File: config.mk
export PLATFORM = sky130hd
export DESIGN_NAME = tx_frame_sched
export DESIGN_NICKNAME = d
export VERILOG_FILES = /design/src/rtl/tx_frame_sched.sv
export SDC_FILE = /design/constraint.sdc
export NUM_CORES = 1
export LEC_CHECK = 0
export CELL_PAD_IN_SITES_DETAIL_PLACEMENT = 1
export CELL_PAD_IN_SITES_GLOBAL_PLACEMENT = 1
export CORE_AREA = 2 2 76 106
export DETAILED_ROUTE_END_ITERATION = 6
export DIE_AREA = 0 0 78 108
export GPL_TIMING_DRIVEN = 0
export PLACE_DENSITY = 0.84
export SLEW_MARGIN = 10
export SYNTH_ARGS = -nofsm -noshare
export SYNTH_HDL_FRONTEND = slang
export SYNTH_SLANG_ARGS = --single-unit
File: constraint.sdc
create_clock -name tx_clk -period 3.9 [get_ports tx_clk]
set_input_delay 0.585 -clock tx_clk [delete_from_list [all_inputs] [get_ports tx_clk]]
set_output_delay 0.585 -clock tx_clk [all_outputs]
set_load 0.01 [all_outputs]
File: src/rtl/tx_frame_sched.sv
// Transmit frame scheduler: arbitrates alarm, TCM and periodic status frames,
// hands a one-cycle start to the return-path mux and paces frames with an IFG.
module tx_frame_sched #(
  parameter int RPT_PERIOD = 25000000,
  parameter int IFG_CYCLES = 24,
  parameter int TIMEOUT    = 4096,
  parameter int CNT_W      = 16
) (
  input  logic             tx_clk,
  input  logic             rst_n,
  input  logic             link_on,
  input  logic             alarm_in,
  input  logic             tcm_rdy,
  input  logic             tx_done,
  output logic             start,
  output logic [1:0]       frame_type,
  output logic             busy,
  output logic             tcm_ack,
  output logic             timeout_err,
  output logic [CNT_W-1:0] frame_cnt
);

  localparam int TMR_W = (RPT_PERIOD > 2) ? $clog2(RPT_PERIOD) : 1;
  localparam int WD_W  = (TIMEOUT > 2) ? $clog2(TIMEOUT) : 1;
  localparam int GAP_W = (IFG_CYCLES > 1) ? $clog2(IFG_CYCLES) : 1;

  localparam logic [TMR_W-1:0] TMR_LAST = TMR_W'(RPT_PERIOD - 1);
  localparam logic [WD_W-1:0]  WD_LAST  = WD_W'(TIMEOUT - 1);
  localparam logic [GAP_W-1:0] GAP_LAST = GAP_W'(IFG_CYCLES - 1);

  localparam logic [1:0] FT_NONE   = 2'b00;
  localparam logic [1:0] FT_STATUS = 2'b01;
  localparam logic [1:0] FT_TCM    = 2'b10;
  localparam logic [1:0] FT_ALARM  = 2'b11;

  typedef enum logic [1:0] {
    IDLE      = 2'd0,
    START     = 2'd1,
    WAIT_DONE = 2'd2,
    GAP       = 2'd3
  } state_t;

  state_t           r_state;
  logic             r_alm_d;
  logic             r_alm_pend;
  logic             r_rpt_pend;
  logic [TMR_W-1:0] r_rpt_tmr;
  logic [WD_W-1:0]  r_wd;
  logic [GAP_W-1:0] r_gap;
  logic             r_start;
  logic [1:0]       r_frame_type;
  logic             r_busy;
  logic             r_tcm_ack;
  logic             r_timeout_err;
  logic [CNT_W-1:0] r_frame_cnt;

  logic w_alm_rise;
  logic w_rpt_set;
  logic w_grant;
  logic w_abort;
  logic w_alm_clr;
  logic w_rpt_clr;

  assign w_alm_rise = alarm_in & ~r_alm_d;
  assign w_rpt_set  = link_on & (r_rpt_tmr == TMR_LAST);
  assign w_grant    = (r_state == IDLE) & link_on & (r_alm_pend | tcm_rdy | r_rpt_pend);
  assign w_abort    = ((r_state == START) | (r_state == WAIT_DONE)) & ~link_on;

  // A flag is cleared only when its own source wins arbitration, or on abort.
  assign w_alm_clr  = w_abort | (w_grant & r_alm_pend);
  assign w_rpt_clr  = w_abort | (w_grant & ~r_alm_pend & ~tcm_rdy & r_rpt_pend);

  always_ff @(posedge tx_clk or negedge rst_n) begin
    if (!rst_n) begin
      r_alm_d    <= 1'b0;
      r_alm_pend <= 1'b0;
      r_rpt_pend <= 1'b0;
      r_rpt_tmr  <= '0;
    end else begin
      r_alm_d    <= alarm_in;
      r_alm_pend <= w_alm_rise | (r_alm_pend & ~w_alm_clr);
      r_rpt_pend <= w_rpt_set  | (r_rpt_pend & ~w_rpt_clr);
      if (!link_on || (r_rpt_tmr == TMR_LAST)) begin
        r_rpt_tmr <= '0;
      end else begin
        r_rpt_tmr <= r_rpt_tmr + TMR_W'(1);
      end
    end
  end

  always_ff @(posedge tx_clk or negedge rst_n) begin
    if (!rst_n) begin
      r_state       <= IDLE;
      r_wd          <= '0;
      r_gap         <= '0;
      r_start       <= 1'b0;
      r_frame_type  <= FT_NONE;
      r_busy        <= 1'b0;
      r_tcm_ack     <= 1'b0;
      r_timeout_err <= 1'b0;
      r_frame_cnt   <= '0;
    end else begin
      r_start       <= 1'b0;
      r_tcm_ack     <= 1'b0;
      r_timeout_err <= 1'b0;
      case (r_state)
        IDLE: begin
          if (w_grant) begin
            r_state <= START;
            r_start <= 1'b1;
            r_busy  <= 1'b1;
            if (r_alm_pend) begin
              r_frame_type <= FT_ALARM;
            end else if (tcm_rdy) begin
              r_frame_type <= FT_TCM;
            end else begin
              r_frame_type <= FT_STATUS;
            end
          end
        end
        START: begin
          if (!link_on) begin
            r_state      <= IDLE;
            r_frame_type <= FT_NONE;
            r_busy       <= 1'b0;
          end else begin
            r_state <= WAIT_DONE;
            r_wd    <= '0;
          end
        end
        WAIT_DONE: begin
          // Link loss outranks a coincident tx_done; tx_done outranks the watchdog.
          if (!link_on) begin
            r_state      <= IDLE;
            r_frame_type <= FT_NONE;
            r_busy       <= 1'b0;
          end else if (tx_done) begin
            r_frame_cnt  <= r_frame_cnt + CNT_W'(1);
            r_tcm_ack    <= (r_frame_type == FT_TCM);
            r_state      <= GAP;
            r_frame_type <= FT_NONE;
            r_gap        <= '0;
          end else if (r_wd == WD_LAST) begin
            r_timeout_err <= 1'b1;
            r_state       <= GAP;
            r_frame_type  <= FT_NONE;
            r_gap         <= '0;
          end else begin
            r_wd <= r_wd + WD_W'(1);
          end
        end
        GAP: begin
          if (r_gap == GAP_LAST) begin
            r_state <= IDLE;
            r_busy  <= 1'b0;
          end else begin
            r_gap <= r_gap + GAP_W'(1);
          end
        end
        default: begin
          r_state <= IDLE;
        end
      endcase
    end
  end

  assign start       = r_start;
  assign frame_type  = r_frame_type;
  assign busy        = r_busy;
  assign tcm_ack     = r_tcm_ack;
  assign timeout_err = r_timeout_err;
  assign frame_cnt   = r_frame_cnt;

endmodule

==> results of run 1 <==
==> routing by layer <==
| metal | vias to the layer above | wire [um] |
|---|---|---|
| li1 | 1372 | - |
| met1 | 1496 | 3560 |
| met2 | 32 | 4750 |
| met3 | 15 | 157 |
| met4 | 0 | 196 |
| met5 | - | 0 |
==> kinds of logic after synthesis <==
group                      Yosys count
buffers and inverters               21
AOI/OAI and AO/OA                   63
and+or+nand+nor                    154
adders and majority gates           10
muxes                                6
xor gates and xnor gates            27
DFF                                 69
==> worst max-delay path: stages (launching register included) <==
cell	delay, ps
dfrtp_1	420
ha_1	260
nand3_1	260
o41ai_2	590
buf_2	330
nor3_1	80
a211o_1	270
==> stage by stage <==
stage	area (um^2)	setup TNS, ps	worst slack [ps]
final	4210	0	1590
after global routing	4210	0	1390
after CTS	4210	0	1560
after detailed placement	3980	0	1280
after global placement	3950	-11340	-170
after floorplan	3560	0	2020
==> layout by cell type (no fill, tap or decap), types with 3 or more instances in the layout <==
cell type	count
nor3_1	10
o31ai_1	10
clkbuf_8	11
nand2_1	28
ha_1	10
and4_1	8
and3_1	13
dfrtp_1	69
or3_1	5
a21oi_1	12
clkdlybuf4s50_1	26
clkbuf_1	5
a22o_1	3
inv_1	11
nor2_1	24
xnor2_1	19
and2_1	5
buf_2	4
a211o_1	5
xor2_1	8
o21ai_0	14
nand3_1	25
nand4_1	16
or4_1	6
mux2_2	5
==> flip-flops by register name (all words and copies together) (netlist names) <==
register / flops
r_alm_pend: 1
frame_cnt: 16
r_wd: 12
frame_type: 2
r_rpt_pend: 1
tcm_ack: 1
r_alm_d: 1
busy: 1
r_rpt_tmr: 25
r_gap: 5
timeout_err: 1
start: 1
r_state: 2
==> power groups by stage <==
| stage | clock (mW) | sequential, mW | combinational (mW) |
|---|---|---|---|
| CTS | 0.695 | 0.860 | 0.419 |
| floorplan | 0 | 0.867 | 0.240 |
| global route | 0.731 | 0.875 | 0.460 |
| detailed placement | 0 | 0.874 | 0.416 |
| finish | 0.685 | 0.859 | 0.411 |
| global placement | 0 | 0.868 | 0.392 |
==> path summary, 6_finish.rpt <==
kind	startpoint	end	slack [ps]	cells after the start
worst max-delay path	r_wd[1]	r_wd[9]	1590	6
worst max register to register	r_wd[1]	r_wd[9]	1590	6
worst min-delay path	rst_n	r_rpt_tmr[15]	120	1
worst min register to register	r_alm_d	r_alm_pend	430	1
min in group tx_clk	r_alm_d	r_alm_pend	430	1
max in group asynchronous	rst_n	r_gap[4]	3240	2
==> final cells by class <==
cell class	count	area, um^2
inverter	11	41.3
clock buffer	11	151
fill	837	3200
tap	97	121
sequential	69	1730
timing repair buffer	28	295
clock inverter	5	81.3
buffer	10	50.0
multi-input combinational	260	1740
==> flow_summary.toml, run 1 <==
[global_routing]
use_met3_pct = 2.92
grt_pass1_wl_um = 15100
grt_pass1_vias = 3128
top_usage_layer = "met2"
grt_overflow_total = 0
grt_util_all_layers_pct = 22.9
global_route.usage.met1_pct = 26.3
grt_max_degree = 48
grtUsageMet2_pct = 41.8
antenna_found_initial = 0

[logic_synthesis]
synth-simple-area-share_pct = 23.8
synth-async-reset-ratio_pct = 100
synthDistinctLibCells = 52
synth_area_leader_cell = "dfrtp_1"
synth_compound_area_share_pct = 13.1
synth.area.top_cells = "dfrtp_1 49%, xnor2_1 4.7%, ha_1 3.5%"
synth_common_cells = "69 x dfrtp_1, 28 x nand2_1, 25 x nand3_1"
synth_fa_ha_area_share_pct = 3.52
ys_warn_count = 0
synth_ff_type = "dfrtp_1"
syn_avg_cell_area_um2 = 10.2
synth-edff-count = 0
synth_cells = 350
synth-xor-area-share_pct = 6.65
syn_nets = 366
synth_top_cell_area_share_pct = 48.5
synth_area_mm2 = 0.00356
ys_ff_latch = 69
synth_top_family_by_area = "simple AND/OR/NAND/NOR gates"
yosysMostFrequentCell = "dfrtp_1"
seq_area_frac_synth_pct = 48.5
synth.area.mux_share_pct = 1.86

[sta]
min_period_ps = 2310
worst_pin_slew_ps = 772
finalCritPeriodShare_pct = 59.2
relSlewSlack_pct = 48.1
setup_viol = 0
holdWs_ps = 120
final_hold_viol_count = 0
fin_skew_ps = 10.7
final_max_slew_viol_count = 0
rsz0062_at_grt = "no"
max_freq_ghz = 0.433

[floorplanning]
die_area_mm2 = 0.00842
fp-row-count = 37
core_mm2 = 0.00741
initial_core_util_pct = 48.0
ios = 28
dieWidth_um = 78
die-height_um = 108

[clock_network]
postCtsResizedCells = 0
cts_buffers = 9
clk_latency_ps = 350
cts_tree = "built"
cts_max_level = 3
clkSlewWorstSetupHoldPaths_ps = 80
clockBufferDepth = 2
cts_hold_buf = 0
cts_root_buf = "clkbuf_8"
cts_sinks = 69
cts_setup_buffers = 0

[power]
p_leak_nw = 1.83
p_clk_share_pct = 35.0
switching_power_mw = 0.578
power_mw = 1.96
swShare_pct = 29.6
power_frac_comb_pct = 21.0
ir_drop_mv = 0.215
p_seq_share_pct = 44.0
p_per_area_mw_per_mm2 = 465
internal_power_mw = 1.38

[final_layout]
syn2layout_area_growth_pct = 18.2
final_core_util_pct = 56.8
antenna_cells = 0
fin_cells = 491
drive_above_1_share_pct = 8.88
nets = 405

[job]
cap_viol_max_count = 0

[placement]
dpl.cell_count = 475
gp_congestion = 0.794
dp_hpwl_um = 6380
io_buffers = 27

[critical_path]
path_max_fanout = 10
critPathLaunchType = "flip-flop"
crit_path_end_kind = "flip-flop"
cp.arrival_ps = 2550
worst_ep_required_time_ps = 4140
crit_type = "flip-flop to flip-flop"

[status]
status = "finished, final reports clean"

[drt]
drtIter0Drc = 128
routed_via_density = 5.94
ant_nets = 0
drc = 0
wl_um = 8660
drt_pre_antenna_iters = 4
via_count = 2915
wl_per_cell_um = 17.6

[min_path]
min-delay-path-class = "input port to asynchronous set/reset pin"
Note: power is estimated with default switching activity, not from simulation.
==> run 2, diff against run 1 <==
Settings changed: CORE_AREA 2 2 76 106 to 2 2 82 116, DIE_AREA 0 0 78 108 to 0 0 84 118, PLACE_DENSITY 0.84 to 0.76.
Clock period 3.9 ns to 2.05 ns, I/O delays scaled along.
==> run 2 against run 1 <==
Against the previous run: critical path depth is the same; non-clock buffer count grew 3; clock-buffer cell count stayed put; global-route usage decreased by 3.3 points; power is 110% higher; setup slack got worse by 1500 ps; final cell count rose by 2.6%; clock skew decreased by 2.7 ps; sequential share of layout area is 2.2 points lower; register-to-register slack worse by 1500 ps; via count fell by 0.31%; largest power group is now the clock network; highest routed layer unchanged.
==> flow_summary.toml, run 2 (same netlist as run 1, synthesis figures left out) <==
[sta]
final_hold_viol_count = 0
rsz0062_at_grt = "yes"
worst_pin_slew_ps = 513
finalCritPeriodShare_pct = 95.5
setup_viol = 0
max_freq_ghz = 0.511
fin_skew_ps = 7.97
relSlewSlack_pct = 65.8
min_period_ps = 1960
final_max_slew_viol_count = 0

[placement]
io_buffers = 27
placed_cell_area_mm2 = 0.00399
gp_congestion = 0.768
dp_hpwl_um = 6190
dpl.cell_count = 485

[drt]
wl_um = 9130
wl_per_cell_um = 18.1
via_count = 2906
drtIter0Drc = 159
drc = 0
drt_pre_antenna_iters = 4
routed_via_density = 5.77
ant_nets = 0

[global_routing]
grt_pass1_vias = 3199
grt_pass1_wl_um = 15600
grt_max_degree = 52
antenna_found_initial = 0
grt_util_all_layers_pct = 19.6
grt_overflow_total = 0

[critical_path]
cp.arrival_ps = 2180
crit_type = "flip-flop to flip-flop"
critPathLaunchType = "flip-flop"
path_max_fanout = 7
crit_path_start = "r_wd[0]"
worst_ep_required_time_ps = 2270
crit_path_end_kind = "flip-flop"
r2r-start = "r_wd[0]"

[final_layout]
nets = 408
antenna_cells = 0
regMostFlops = "r_rpt_tmr"
syn2layout_area_growth_pct = 24.8
final_cell_mix = "69 x dfrtp_1, 28 x nand2_1, 26 x clkdlybuf4s50_1"
fin_cells = 504
mostFrequentLayoutCell = "dfrtp_1"
drive_above_1_share_pct = 11.8
largest_reg_flops = 25
final_area_mm2 = 0.00444

[clock_network]
cts_buffers = 9
cts_sinks = 69
clkSlewWorstSetupHoldPaths_ps = 60
clk_latency_ps = 340
cts_max_level = 3
cts_root_buf = "clkbuf_16"
cts_tree = "built"
clockBufferDepth = 2

[floorplanning]
dieWidth_um = 84
ios = 28
die-height_um = 118
die_area_mm2 = 0.00991
initial_core_util_pct = 40.1
core_mm2 = 0.00887
fp-row-count = 41

[power]
ir_drop_mv = 0.666
p_per_area_mw_per_mm2 = 944
p_leak_nw = 1.92

[status]
status = "finished, final reports clean"

[min_path]
min-delay-path-class = "input port to asynchronous set/reset pin"

[job]
cap_viol_max_count = 0
[run 2: per-stage QoR]
step                worst slack [ps]  power (mW)  TNS, ps  hold slack, ps  utilization [%]
finish                          91.6        4.19        0             396             50.0
detailed placement              -277        2.44    -7920             215             44.9
floorplan                        172        2.11        0            11.9                -
global route                   -21.7        4.42    -21.7             414             50.0
global placement               -1790        2.41  -129990             427             44.6
CTS                             9.61        4.23        0             400             49.3
[run 2: power breakdown]
part / switching, mW / internal [mW]
Sequential: 0.151 / 1.50
Clock: 0.607 / 1.13
Combinational: 0.423 / 0.385
[run 2: per-layer routing]
| layer | routed length [um] | global-route usage (%) | share of wire, % | up-vias |
|---|---|---|---|---|
| li1 | - | - | - | 1379 |
| met2 | 5070 | 36.3 | 56 | 27 |
| met3 | 165 | 4.49 | 1.8 | 12 |
| met4 | 154 | 6.96 | 1.7 | 0 |
| met1 | 3740 | 21.6 | 41 | 1488 |
| met5 | 0 | 0 | 0 | - |
[run 2: final timing paths]
check                                endpoint  slack, ps  depth (start not counted)
worst min register to register     r_alm_pend        440                          1
max in group asynchronous        frame_cnt[7]       1110                          3
worst max register to register     r_state[1]         90                          6
min in group tx_clk                r_alm_pend        440                          1
worst max-delay path               r_state[1]         90                          6
worst min-delay path            r_rpt_tmr[22]        400                          2
[run 2: timing repair]
action / 4_1_cts / 5_1_grt
resized for setup: 7 / 15
buffers inserted: 2 / 1
hold endpoints to repair: 18 / 0
setup endpoints to repair: 46 / 28
hold buffers: 1 / 0
pin swaps: 2 / 2
[run 2: cell type report]
class / count / area [um^2]
buffer: 9 / 62.6
clock buffer: 11 / 253
clock inverter: 5 / 82.6
fill: 975 / 4430
inverter: 11 / 41.3
multi-input combinational: 260 / 1810
sequential: 69 / 1730
tap: 107 / 134
timing repair buffer: 32 / 328
[run 2: critical path: stages, from the launching register on]
cell,delay [ps]
dfrtp_1,460
ha_4,210
nand3_4,130
o41ai_4,470
buf_4,190
nand2_1,90
mux2_2,280
